--- src/rtl/gtclk_ctrl.sv ---
// Enable sequencer for a gtclk clock-gate cell: opens the gate on any request,
// flags ready after a settle delay, and closes it again after an idle hysteresis.
module gtclk_ctrl #(
    parameter int N           = 4,
    parameter int WAKE_CYCLES = 2,
    parameter int IDLE_CYCLES = 16
) (
    input  logic         clock,
    input  logic         reset,
    input  logic [N-1:0] io_req,
    input  logic         io_force,
    output logic         io_ena,
    output logic         io_rdy,
    output logic [1:0]   io_state,
    output logic [15:0]  io_gates
);

    localparam int WW = (WAKE_CYCLES > 0) ? $clog2(WAKE_CYCLES + 1) : 1;
    localparam int IW = (IDLE_CYCLES > 0) ? $clog2(IDLE_CYCLES + 1) : 1;
    localparam logic [WW-1:0] WAKE_LAST = WW'(WAKE_CYCLES - 1);
    localparam logic [IW-1:0] IDLE_LAST = IW'(IDLE_CYCLES - 1);

    typedef enum logic [1:0] {
        ST_OFF   = 2'd0,
        ST_WAKE  = 2'd1,
        ST_ON    = 2'd2,
        ST_DRAIN = 2'd3
    } state_e;

    state_e        state_q, state_d;
    logic [WW-1:0] wcnt_q, wcnt_d;
    logic [IW-1:0] icnt_q, icnt_d;
    logic [15:0]   gates_q, gates_d;
    logic          ena_q, ena_d;
    logic          rdy_q, rdy_d;
    logic          any_req;

    assign any_req = (|io_req) | io_force;

    always_comb begin
        state_d = state_q;
        wcnt_d  = wcnt_q;
        icnt_d  = icnt_q;
        gates_d = gates_q;
        case (state_q)
            ST_OFF: begin
                if (any_req) begin
                    wcnt_d  = '0;
                    state_d = (WAKE_CYCLES == 0) ? ST_ON : ST_WAKE;
                end
            end
            ST_WAKE: begin
                // Requests are ignored here: a started wake always completes.
                if (wcnt_q == WAKE_LAST) begin
                    state_d = ST_ON;
                end else begin
                    wcnt_d = wcnt_q + WW'(1);
                end
            end
            ST_ON: begin
                if (!any_req) begin
                    icnt_d = '0;
                    if (IDLE_CYCLES == 0) begin
                        // Zero hysteresis skips DRAIN but is still a gating event.
                        state_d = ST_OFF;
                        if (gates_q != 16'hFFFF) gates_d = gates_q + 16'd1;
                    end else begin
                        state_d = ST_DRAIN;
                    end
                end
            end
            ST_DRAIN: begin
                if (any_req) begin
                    state_d = ST_ON;
                    icnt_d  = '0;
                end else if (icnt_q == IDLE_LAST) begin
                    state_d = ST_OFF;
                    if (gates_q != 16'hFFFF) gates_d = gates_q + 16'd1;
                end else begin
                    icnt_d = icnt_q + IW'(1);
                end
            end
            default: state_d = ST_OFF;
        endcase
        // Outputs are registered copies of the next-state decode, so they always
        // match the decode of the state register.
        ena_d = (state_d != ST_OFF);
        rdy_d = (state_d == ST_ON) || (state_d == ST_DRAIN);
    end

    always_ff @(posedge clock) begin
        if (reset) begin
            state_q <= ST_OFF;
            wcnt_q  <= '0;
            icnt_q  <= '0;
            gates_q <= '0;
            ena_q   <= 1'b0;
            rdy_q   <= 1'b0;
        end else begin
            state_q <= state_d;
            wcnt_q  <= wcnt_d;
            icnt_q  <= icnt_d;
            gates_q <= gates_d;
            ena_q   <= ena_d;
            rdy_q   <= rdy_d;
        end
    end

    assign io_ena   = ena_q;
    assign io_rdy   = rdy_q;
    assign io_state = state_q;
    assign io_gates = gates_q;

endmodule
--- config.mk ---
export PLATFORM = sky130hd
export DESIGN_NAME = gtclk_ctrl
export DESIGN_NICKNAME = d
export VERILOG_FILES = /design/src/rtl/gtclk_ctrl.sv
export SDC_FILE = /design/constraint.sdc
export NUM_CORES = 1
export LEC_CHECK = 0
export BUFFER_PORTS_ARGS = -buffer_cell sky130_fd_sc_hd__buf_2
export CAP_MARGIN = 20
export CORE_ASPECT_RATIO = 1.25
export CORE_MARGIN = 2
export CORE_UTILIZATION = 30
export CTS_CLUSTER_DIAMETER = 80
export DETAILED_ROUTE_END_ITERATION = 8
export PLACE_DENSITY_LB_ADDON = 0.3
export SETUP_SLACK_MARGIN = 0.4
export SLEW_MARGIN = 20
export SYNTH_ARGS = -nofsm -noshare
export SYNTH_HDL_FRONTEND = slang
export SYNTH_SLANG_ARGS = --single-unit
--- constraint.sdc ---
create_clock -name clock -period 2.5 [get_ports clock]
set_clock_uncertainty 0.2 [all_clocks]
set_input_delay 0.375 -clock clock [delete_from_list [all_inputs] [get_ports clock]]
set_output_delay 0.375 -clock clock [all_outputs]
set_load 0.005 [all_outputs]
After elaboration in Yosys (flattened, before gate mapping)
Index checks and enable logic that the tools add are counted.
Operators by class
  eq/ne operators: 12
  multiply operators: 0
  muxes and demuxes: 13
  reductions and logical operators: 9
  add/subtract/negate cells: 3
  divide/modulo/power cells: 0
  shift-type cells: 0
  magnitude comparators: 0
  bitwise gates (word level): 2
Operators with widths (number)
  $add A16 B1 Y16 const B: 1
  $ne A16 B16 Y1 const B: 1
  $mux W5: 3
  $mux W2: 7
  $pmux W5 S2: 1
  $eq A2 B2 Y1 const B: 4
  $pmux W2 S4: 1
  $ne A2 B2 Y1 const B: 3
  $reduce_and A3 Y1: 2
  $reduce_bool A2 Y1: 3
  $add A5 B1 Y5 const B: 1
  $eq A5 B4 Y1 const B: 1
  $eq A2 B1 Y1 const B: 2
  $pmux W2 S2: 1
  $reduce_and A4 Y1: 1
  $reduce_or A4 Y1: 1
  $ne A3 B3 Y1 const B: 1
  $add A2 B1 Y2 const B: 1
  $logic_not A2 Y1: 1
  $logic_or A1 B1 Y1: 1
  $not A1 Y1: 1
  $or A1 B1 Y1: 1
Word-level totals
  memory bits (writable): 0
  output and inout bits: 20
  bits in read-only memories: 0
  latch bits: 0
  memories: 0
  input port bits: 7
  flip-flop bits (word level): 27

Logic depth before layout (Yosys ltp)
Gate-level depths: netlist of run 1.
  word-level depth: 6
  mapped depth: 7

Worst setup path after synthesis of run 1
OpenSTA, ideal clock, no wires.
  kind: register -> register
  start point: register icnt_q[0]
  end point: register gates_q[15] (netlist: io_gates[15])
  required time: 2177 ps
  clock period less this slack: 2238 ps
  slack: 262 ps
  stages on the path, launching flop included: 8
  arrival time: 1914 ps
  path through: dfxtp_1 > ha_1 > and3_1 > ha_1 > and4bb_1 > nand4_4 > nor4b_1 > mux2_1
Between the ends
  word-level cells in the longest chain between the ends: 2
RTL lines
  from (decl): line 32  | logic [IW-1:0] icnt_q, icnt_d;
  from (signal assigned): line 102  | icnt_q <= icnt_d;
  $eq A5 B4 Y1: line 76  | end else if (icnt_q == IDLE_LAST) begin
  $reduce_and A4 Y1 (no source line)
  to (signal assigned): line 103  | gates_q <= gates_d;
  to (decl): line 33  | logic [15:0] gates_q, gates_d;
Every way passes these cells.
A chain may end at the register's enable or synchronous reset.

Worst setup path after layout of run 1
  start point: register icnt_q[0]
  end point: register gates_q[7] (netlist: io_gates[7])
The elaborated chain is that of the path after synthesis.

==> metrics list, run 1 <==
- GR Util All Layers: 13.18%
- The number of hold violations in the final report was 0.
* R2R Setup Slk: 0.32 ns
* Detailed-routed wire length on met2: 1773 um
- Routed WL per cell: 13.57 um
- Fraction of the mapped netlist area in simple logic gates: 33.07%
- Share of cell area taken by muxes after synthesis: 1.550%
- The longest clock path from root to sink contains 2 buffers.
- Cells fill 39.10% of the core in the end.
* Met1 Routed Length: 1570 um
* Cell Count Post-Placement: 244
- Initial antenna violation count: 0
- For this block, the via count after detailed routing is 1403.
- Measured in cells, the most critical reg-to-reg path has a length of 8.
- The floorplan step defined a core boundary enclosing 4695 um^2.
- The worst setup path is captured at a register.
- GR Overflow Total: 0
* EDFF count, synth: 0
- TNS Setup: 0 ns
- Area fraction in compound gates after synthesis: 20.41%
* Tightest Hold Check Type: primary input to register
- Row generation in the floorplan step produced 28 rows.
* Fraction of final layout cells with drive strength greater than 1: 31.16%
- DRC: 0
- Count of warnings emitted by yosys: 0
- Counting I/O delays and the setup requirement, the final critical path takes 2.183 ns.
- Dividing total power by cell area gives a power density of 426.7 nW/um^2.
- H-Tree Depth: 1
* Max FO, Critical Path: 6
- The biggest area contributor in the post-synthesis netlist is sky130_fd_sc_hd__dfxtp_1.
* Sort of element at the start of the critical path: register
* Number of detailed-routing iterations run before antenna repair: 4
- Using the TritonRoute via totals, the vias-per-cell ratio works out to 5.417.
- Synthesis produced a netlist whose cell count is 167.
- After synthesis the cells add up to 1453 um^2.
- Largest family of logic cells by synthesized area: simple AND/OR/NAND/NOR gates
* HP Start: io_force
* Post-synthesis sequential area ratio: 35.83%
- Total of endpoints with negative setup slack in the final report: 0
- Top layer in use: met4
- Sinks on Clock Net: 26
* Worst reg2reg path endpoint: io_gates[7]
- Critical Path Source: icnt_q[0]
- RSZ-0062 raised after global routing: yes
- The run finished with clean final reports.
- First-pass GRT wire length: 5692 um
- The detail route stage leaves a number of antenna-violating nets equal to 0.
- Worst skew pair latency: 0.27 ns
* #FFs+latches synth: 26
* Headroom to the max-slew limit: 60.97%
- The synthesized design devotes to its leading area cell type 35.83% of total area.
* Placer Congestion: 0.7168
- Yosys mapped the design onto 42 distinct sky130hd cell types.
* Count of buffers from port buffering: 26
- Across the VDD grid, the largest voltage drop is 0.2525 mV.
- Summed over all cells, the static leakage comes to 0.6661 nW.
- Leading post-synthesis cells by cell area: sky130_fd_sc_hd__dfxtp_1 36%, sky130_fd_sc_hd__a21oi_1 6.2%, sky130_fd_sc_hd__or4_1 5.7%
* Clock tree from TritonCTS: done
* Net count after synthesis: 178
* Worst setup path endpoint: io_gates[7]
* Post-detailed-placement half-perimeter wirelength: 2274 um
- I/O pin cnt: 27
- For the worst setup path, the data required time is 2.51 ns.
- Setup CP Type: register to register
- Area share of xor/xnor cells in the synthesized design: 0%
- Non-filler instance count after layout: 259
- At the pin with the least slew margin, the transition time is 0.5779 ns.
- The number of pins with negative max-slew slack in the final report was 0.
* Commonest register cell after synthesis: sky130_fd_sc_hd__dfxtp_1
- Measured along the x axis, the die boundary spans 66.24 um.
- For this block, the routed nets add up to 3514 um of wire.
* Achievable frequency: 458.0 MHz
- Fraction of registers with async set/reset: 0%
* Overall Power: 0.7832 mW
* Area added between synthesis and finish: 26.36%
- After detailed routing, the met3 layer carries 132 um of wire.
- Post-synthesis share of cell area spent on full adders, half adders and majority gates: 3.445%
- The die covers 5418 um^2.
* Source of the worst register-to-register timing path: icnt_q[0]
- The repair_antennas step left the layout with diodes totalling 0.
- Clock root buffer master: sky130_fd_sc_hd__clkbuf_8
- Vias in the first global route: 1244
- The tool flagged a number of max-cap violations equal to 0.
- Once the floorplan was initialized, standard cells occupied 30.94% of the core.
- The final critical path takes up 87.34% of the cycle.
* Clock Pin Slew Worst Setup and Hold Paths: 0.09 ns
- Detailed router's first-iteration violation count: 47
- Worst endpoint data arrival time: 2.19 ns
- Hold buffer count at CTS: 0
* Die outline height: 81.80 um
- In this run the mean area of a mapped cell was 8.698 um^2.
* Post-layout nets: 211
- Entering global routing, the biggest net connects 30 pins.
* Clock buffers created by TritonCTS: 3
synth_stat cells, types with 2 or more instances:
| cell | instances |
|---|---|
| sky130_fd_sc_hd__and4_4 | 2 |
| sky130_fd_sc_hd__or4_1 | 11 |
| sky130_fd_sc_hd__mux2_1 | 2 |
| sky130_fd_sc_hd__o31ai_1 | 8 |
| sky130_fd_sc_hd__nand3_1 | 9 |
| sky130_fd_sc_hd__o21ai_0 | 11 |
| sky130_fd_sc_hd__a31oi_1 | 3 |
| sky130_fd_sc_hd__nor2_1 | 7 |
| sky130_fd_sc_hd__buf_6 | 2 |
| sky130_fd_sc_hd__ha_1 | 4 |
| sky130_fd_sc_hd__clkbuf_1 | 3 |
| sky130_fd_sc_hd__nand4_1 | 3 |
| sky130_fd_sc_hd__nand2_1 | 8 |
| sky130_fd_sc_hd__and4_1 | 4 |
| sky130_fd_sc_hd__inv_1 | 6 |
| sky130_fd_sc_hd__dfxtp_1 | 26 |
| sky130_fd_sc_hd__a21o_1 | 2 |
| sky130_fd_sc_hd__a22oi_1 | 2 |
| sky130_fd_sc_hd__or3_1 | 5 |
| sky130_fd_sc_hd__buf_2 | 3 |
| sky130_fd_sc_hd__nor3_1 | 5 |
| sky130_fd_sc_hd__nor2b_1 | 2 |
| sky130_fd_sc_hd__and3_1 | 3 |
| sky130_fd_sc_hd__a21oi_1 | 18 |
flip-flops by register name, summed over array words and instances, names as in the netlist:
| signal | count |
|---|---|
| wcnt_q | 2 |
| icnt_q | 5 |
| io_gates | 16 |
| io_ena | 1 |
| io_state | 2 |
through the flow:
step                      setup WS [ns]  hold WS [ns]  cell area (um^2)
after CTS                        0.3216        0.2661              1755
final                            0.3166        0.2739              1836
after floorplan                  0.3812        0.2496              1491
after global placement           0.2865        0.2575              1644
after detailed placement         0.2528        0.2739              1644
after global routing             0.2303        0.3023              1836
cell families (layout without fill, tap and decap cells):
| logic type | after synthesis | in the layout |
|---|---|---|
| muxes | 2 | 2 |
| and+or+nand+nor | 70 | 70 |
| buffers and inverters | 16 | 48 |
| AOI/OAI and AO/OA | 49 | 49 |
| DFF | 26 | 26 |
| adders and majority gates | 4 | 4 |
where the power goes:
group	internal [mW]	total (mW)	switching [mW]
Combinational	0.0302	0.0684	0.0383
Sequential	0.421	0.432	0.0112
Clock	0.141	0.283	0.141
layout by cell type, fill, tap and decap left out, types with 2 or more instances in the layout:
cell type                  instances
sky130_fd_sc_hd__ha_1              2
sky130_fd_sc_hd__ha_4              2
sky130_fd_sc_hd__o21ai_0          11
sky130_fd_sc_hd__dfxtp_1          23
sky130_fd_sc_hd__buf_6             2
sky130_fd_sc_hd__a31oi_1           3
sky130_fd_sc_hd__buf_4            10
sky130_fd_sc_hd__buf_2            26
sky130_fd_sc_hd__nor2b_1           2
sky130_fd_sc_hd__and3_1            2
sky130_fd_sc_hd__dfxtp_2           3
sky130_fd_sc_hd__inv_1             6
sky130_fd_sc_hd__or3_1             5
sky130_fd_sc_hd__a21oi_1          18
sky130_fd_sc_hd__clkbuf_8          4
sky130_fd_sc_hd__and4_4            2
sky130_fd_sc_hd__nand2_1           8
sky130_fd_sc_hd__nand3_1           9
sky130_fd_sc_hd__nand4_1           3
sky130_fd_sc_hd__nor2_1            7
sky130_fd_sc_hd__nor4b_4           2
sky130_fd_sc_hd__o31ai_1           7
sky130_fd_sc_hd__or4_1            10
sky130_fd_sc_hd__nor3_1            5
sky130_fd_sc_hd__a22oi_1           2
sky130_fd_sc_hd__and4_1            4
sky130_fd_sc_hd__a21o_1            2
layout make-up:
class / instances / area, um^2
Sequential cell: 26 / 524.3
Clock buffer: 4 / 55.05
Tap cell: 60 / 75.07
Fill cell: 508 / 2859
Timing Repair Buffer: 38 / 227.7
Inverter: 6 / 22.52
Multi-Input combinational cell: 125 / 930.9
worst max-delay path: stages (launching register included):
cell and delay, ns:
sky130_fd_sc_hd__dfxtp_2 0.36, sky130_fd_sc_hd__ha_4 0.14, sky130_fd_sc_hd__and3_4 0.18, sky130_fd_sc_hd__ha_4 0.13
sky130_fd_sc_hd__and4bb_2 0.26, sky130_fd_sc_hd__nand4_4 0.16, sky130_fd_sc_hd__buf_6 0.17, sky130_fd_sc_hd__or4_1 0.39
sky130_fd_sc_hd__a21oi_1 0.12
metal layers:
layer	vias up	GRT usage, %
met2	28	23.10
li1	713	-
met3	5	2.055
met5	-	0
met1	657	16.67
met4	0	3.673
how the worst min path moves through the flow:
stage,to,slack (ns),depth (start not counted)
detailed placement,icnt_q[4],0.27,2
global placement,icnt_q[4],0.26,2
finish,io_ena,0.27,3
CTS,io_ena,0.27,3
floorplan,icnt_q[4],0.25,2
global route,io_ena,0.30,3
timing repair:
| item | CTS | global route |
|---|---|---|
| buffers inserted | 7 | 4 |
| resized for setup | 2 | 12 |
| pin swaps | 5 | 4 |
| endpoints found under the setup margin | 5 | 15 |
Note: power is estimated with default switching activity, not from simulation.
==> inputs of run 2 (changes only) <==
- CORE_UTILIZATION: 30 -> 39
==> metrics list, run 2 (synthesis gave the netlist of run 1 again) <==
* GR Util All Layers: 16.98%
- Clock buffer depth: 2
- met2 is the most crowded layer.
- Port buffering added 26 buffers.
* Worst skew pair latency: 0.27 ns
* Antenna cell count: 0
* Final core utilization: 50.71%
- The worst setup path is of the register to register kind.
- Combinational logic burns 7.7% of the power.
* Violations in the final reports: DRC
- Dividing the detail-routed via count by the number of cells gives 6.043.
* Cell Count Post-Placement: 223
* DRC: 2
- The filler cells instantiated in the layout total 342.
* Antenna-violating nets left: 0
* Die outline height: 72.24 um
- Met3 demand-to-capacity share in global routing: 2.496%
* Sinks on Clock Net: 26
- Per report_power, the clock group accounts for 41.3% of the total.
* Fin area: 1797 um^2
- Setup slack after layout: 0.3322 ns
* Total of endpoints with negative setup slack in the final report: 0
- The most critical setup path has its startpoint at icnt_q[0].
* Maximum VDD drop: 0.1939 mV
* Final Slew Violations: 0
* Vias in the first global route: 1377
* Worst-Margin Slew: 0.6074 ns
- After floorplanning, the core was sized to cover 3543 um^2.
* Clock Pin Slew Worst Setup and Hold Paths: 0.09 ns
* Max-capacitance violation count: 0
- Non-filler instance count after layout: 235
- Initial antenna violation count: 0
- Clock tree synthesis inserted a total of 3 buffers.
- Sort of element at the start of the critical path: register
- Clock root buffer master: sky130_fd_sc_hd__clkbuf_8
- Max FO, Critical Path: 8
- The worst hold path begins at io_force.
- At the worst endpoint, the arrival time is 2.14 ns.
- For this run, global-route usage on met2 was measured as 27.84%.
- First-pass GRT wire length: 5754 um
* Most used cell along the critical path: sky130_fd_sc_hd__ha_4
* Headroom to the max-slew limit: 58.97%
- The min-delay analysis places its worst path in the category primary input to register.
- Status: complete, but fails checks
* Critical-path cell with the highest stage delay: sky130_fd_sc_hd__dfxtp_2
- H-Tree Depth: 1
- In this run the static leakage power is 0.6617 nW.
- Total wire length: 3372 um
* Int Pwr: 0.6629 mW
- Routed WL per cell: 14.35 um
* Commonest non-fill, non-tap cells in the layout: 26 x sky130_fd_sc_hd__buf_2, 23 x sky130_fd_sc_hd__dfxtp_1, 16 x sky130_fd_sc_hd__a21oi_1
- The first TritonRoute pass finished after 6 iterations.
- The signal on the critical path passes through ha_4 -> and3_4 -> ha_4 -> and4bb_2 -> nand4_4 -> nor4b_4 -> mux2_4.
- Static timing analysis puts the maximum clock frequency at 461.3 MHz.
- For this configuration, the core starts out at a cell density of 41.00%.
* Final period demand of the worst path: 2.168 ns
- Once placement finished, the instance area stood at 1618 um^2.
* Pin count of the biggest net entering global routing: 30
- The largest single stage delay on the critical path is 0.36 ns.
- Switching fraction of total power: 21.75%
* GR Overflow Total: 0
- Kind of capture point of the worst setup path: register
- Chip Width: 58.59 um
* Clock tree from TritonCTS: done
- Source of the worst register-to-register timing path: icnt_q[0]
- Post-detailed-placement half-perimeter wirelength: 2292 um
- The floorplan step defined a die boundary enclosing 4232 um^2.
* Period utilization: 86.71%
- Number of standard-cell rows in the floorplan: 24
- The library cell used most frequently in the layout, excluding fill and tap cells, is sky130_fd_sc_hd__buf_2.
- Area added between synthesis and finish: 23.69%
- I/O pin cnt: 27
* Via count: 1420
* Count of final hold-check violations: 0
- Pre-CTS setup slack: 0.2291 ns
* TNS Setup: 0 ns
- After the last flow step, the layout net total stands at 208.
- Switch Pwr: 0.1843 mW
- The register with the most flip-flops in the layout has 16 of them.
- For the worst setup path, the data required time is 2.47 ns.
- Setup repair after global routing could not meet its margin everywhere.
* Detailed router's first-iteration violation count: 96
- Pwr/cell area: 471.5 nW/um^2
* Sequential group share of total power: 51.0%
- At the end of routability-driven placement, the weighted congestion stood at 0.7657.
- The post-route netlist has 30.61% of its cells at a drive strength greater than 1.
- Met1 track demand over resource: 21.18%
[run 2: path summary, 6_finish.rpt]
check / slack [ns] / cells after the start / endpoint
max reg2reg: 0.33 / 7 / io_gates[15]
min reg2reg: 0.29 / 2 / icnt_q[4]
max: 0.33 / 7 / io_gates[15]
min: 0.28 / 3 / io_ena
[run 2: power groups by stage]
stage | combinational [mW] | sequential, mW | clock [mW]
2_1_floorplan | 0.0513 | 0.435 | 0
6_report | 0.0654 | 0.432 | 0.350
4_1_cts | 0.0634 | 0.431 | 0.359
5_1_grt | 0.0738 | 0.434 | 0.378
3_3_place_gp | 0.0607 | 0.441 | 0
3_5_place_dp | 0.0628 | 0.441 | 0
[run 2: layer usage]
metal	wire length, um	vias to the layer above
met2	1608	33
met3	123	5
li1	-	702
met4	55	0
met1	1584	680
met5	0	-
[run 2: cell type report]
type                            instances  area (um^2)  area share (%)
Tap cell                               39        48.80           2.716
Sequential cell                        26        524.3           29.18
Clock inverter                          1        30.03           1.671
Clock buffer                            3        41.29           2.298
Multi-Input combinational cell        125        924.6           51.46
Inverter                                6        22.52           1.253
Timing Repair Buffer                   35        205.2           11.42
[run 2: critical path: cells and delay by family (launching register included)]
| family | cells | cell delay (ns) |
|---|---|---|
| and+or+nand+nor | 4 | 0.94 |
| DFF | 1 | 0.36 |
| muxes | 1 | 0.32 |
| adders and majority gates | 2 | 0.25 |
[run 2: repair_timing]
| action | CTS | global route |
|---|---|---|
| gates resized for setup | 2 | 11 |
| buffers inserted | 5 | 3 |
| pin swaps | 4 | 4 |
| endpoints found under the setup margin | 6 | 15 |
| hold buffers | 0 | 0 |
[run 2: through the flow]
| step | hold WS [ns] | total power, mW |
|---|---|---|
| 2_1_floorplan | 0.2496 | 0.4862 |
| 3_3_place_gp | 0.2643 | 0.5012 |
| 3_5_place_dp | 0.2727 | 0.5042 |
| 4_1_cts | 0.2796 | 0.8540 |
| 5_1_grt | 0.3089 | 0.8853 |
| 6_report | 0.2830 | 0.8472 |
==> inputs of run 3 (changes only) <==
- CORE_UTILIZATION: 39 -> 54
==> metrics list, run 3 (synthesis gave the netlist of run 1 again) <==
- Status: complete, no violations
- The initial utilization of the core area, before any placement, comes to 55.29%.
- Die outline height: 61.99 um
* Total of endpoints with negative setup slack in the final report: 0
* Chip Width: 50.39 um
- I/O pin cnt: 27
* Pwr/cell area: 376.5 nW/um^2
- In the routed design, unresolved DRC markers number 0.
- Final worst hold slack: 0.2169 ns
* Setup slack after layout: 0.3359 ns
* Setup CP Type: register to register
* TNS Setup: 0 ns
- First-pass GRT wire length: 5430 um
- Global routing used 22.45% of the available tracks.
- Initial antenna violation count: 0
- Data on the critical path arrives at its endpoint at 2.22 ns.
* Via density per instance: 6.200
- Across the run, the number of max-cap violations was 0.
- The worst setup path is captured at a register.
* Maximum VDD drop: 0.2295 mV
- Die footprint: 3124 um^2
* Critical path data required time: 2.55 ns
- After detailed routing, the average wire length per cell comes to 15.43 um.
* Hold buffer count at CTS: 0
- TritonCTS built the clock tree.
- Along the worst path, the maximum fanout reaches 8.
* Tightest Hold Check Type: primary input to register
- Final Slew Violations: 0
- The register with the most flip-flops in the layout has 16 of them.
* Count of final hold-check violations: 0
* Sinks on Clock Net: 26
- Number of detailed-routing iterations run before antenna repair: 4
- STA classifies the critical path startpoint as a register.
- Timing analysis after detailed placement gives a worst setup slack of 0.2284 ns.
* Period utilization: 86.56%
- Detailed router's first-iteration violation count: 73
- Headroom to the max-slew limit: 60.85%
- Post-detailed-placement half-perimeter wirelength: 2182 um
- Clock Pin Slew Worst Setup and Hold Paths: 0.14 ns
- Fraction of final layout cells with drive strength greater than 1: 37.81%
- Multi-input gate area: 1032 um^2
- In this run the number of H-tree levels came out at 1.
- The routed layout has 1457 vias.
- Summing all flip-flop and latch instances after layout gives 526.8 um^2.
- Entering global routing, the biggest net connects 30 pins.
- Post-layout nets: 213
- Placer Congestion: 0.7964
- The number of global-route vias before repair was 1261.
- GR Overflow Total: 0
- Counting along the longest clock path gives a buffer depth of 2.
* Static leakage: 0.6950 nW
* Antenna-violating nets left: 0
* Count of buffers from port buffering: 26
- Total power for the finished layout comes to 0.7124 mW.
- Derived from the worst setup path, the maximum achievable clock frequency is 462.1 MHz.
- RSZ-0062 raised after global routing: yes
- Number of standard-cell rows in the floorplan: 21
* Worst-Margin Slew: 0.5797 ns
- Most common cell after layout, fill and taps aside: sky130_fd_sc_hd__buf_2
- For this block, the routed nets add up to 3625 um of wire.
* Fillers: 200
- The tree is rooted in a sky130_fd_sc_hd__clkbuf_4.
- The clock period could shrink to 2.164 ns.
* Non-filler instance count after layout: 235
- Antenna cell count: 0
* Area added between synthesis and finish: 30.23%
* Worst skew pair latency: 0.32 ns
- The number of placed instances, taps included, is 218.
- Core Region: 2628 um^2
* Commonest non-fill, non-tap cells in the layout: 26 x sky130_fd_sc_hd__buf_2, 23 x sky130_fd_sc_hd__dfxtp_1, 14 x sky130_fd_sc_hd__a21oi_1
- In this run, CTS created clock tree buffers numbering 3.
run 3: worst max-delay path, cell delays in order, from the launching register on:
cell and delay [ns]:
sky130_fd_sc_hd__dfxtp_4 0.38, sky130_fd_sc_hd__ha_4 0.15, sky130_fd_sc_hd__and3_4 0.18, sky130_fd_sc_hd__ha_4 0.16, sky130_fd_sc_hd__buf_6 0.13, sky130_fd_sc_hd__a31o_4 0.24, sky130_fd_sc_hd__or4_1 0.51, sky130_fd_sc_hd__a21oi_1 0.15
run 3: cell type report:
type                            instances  share of cell area (%)
Multi-Input combinational cell        127                   54.56
Inverter                                6                   1.190
Sequential cell                        26                   27.84
Tap cell                               34                   2.249
Clock buffer                            4                   1.918
Timing Repair Buffer                   38                   12.24
run 3: stage by stage:
| stage | cell area (um^2) | utilization (%) |
|---|---|---|
| after floorplan | 1491 | - |
| after global placement | 1612 | 61.33 |
| after detailed placement | 1612 | 61.33 |
| after CTS | 1747 | 66.48 |
| after global routing | 1892 | 72.00 |
| final | 1892 | 72.00 |
run 3: final timing paths:
path	start	slack, ns	cells after the start	endpoint
setup reg to reg	icnt_q[0]	0.34	7	icnt_q[1]
hold reg to reg	icnt_q[4]	0.30	2	icnt_q[4]
hold / removal	io_req[2]	0.22	3	io_ena
setup / recovery	icnt_q[0]	0.34	7	icnt_q[1]
run 3: routing by layer:
layer	vias up	GRT usage (%)	share of wire (%)	routed length, um
li1	721	-	-	-
met2	40	40.79	53	1917
met4	0	10.42	1.0	38
met5	-	0	0	0
met3	4	3.110	4.4	158
met1	692	26.60	42	1511
run 3: timing repair:
item / in CTS / in global routing
pin swaps: 7 / 9
endpoints found under the setup margin: 6 / 16
resized for setup: 8 / 26
gates cloned: 1 / 2
setup buffers: 6 / 4
run 3: report_power, final:
part	total [mW]	internal, mW	switching [mW]
sequential	0.432	0.421	0.0111
combinational	0.0656	0.0276	0.0379
clock	0.215	0.0891	0.126
total	0.712	0.537	0.175
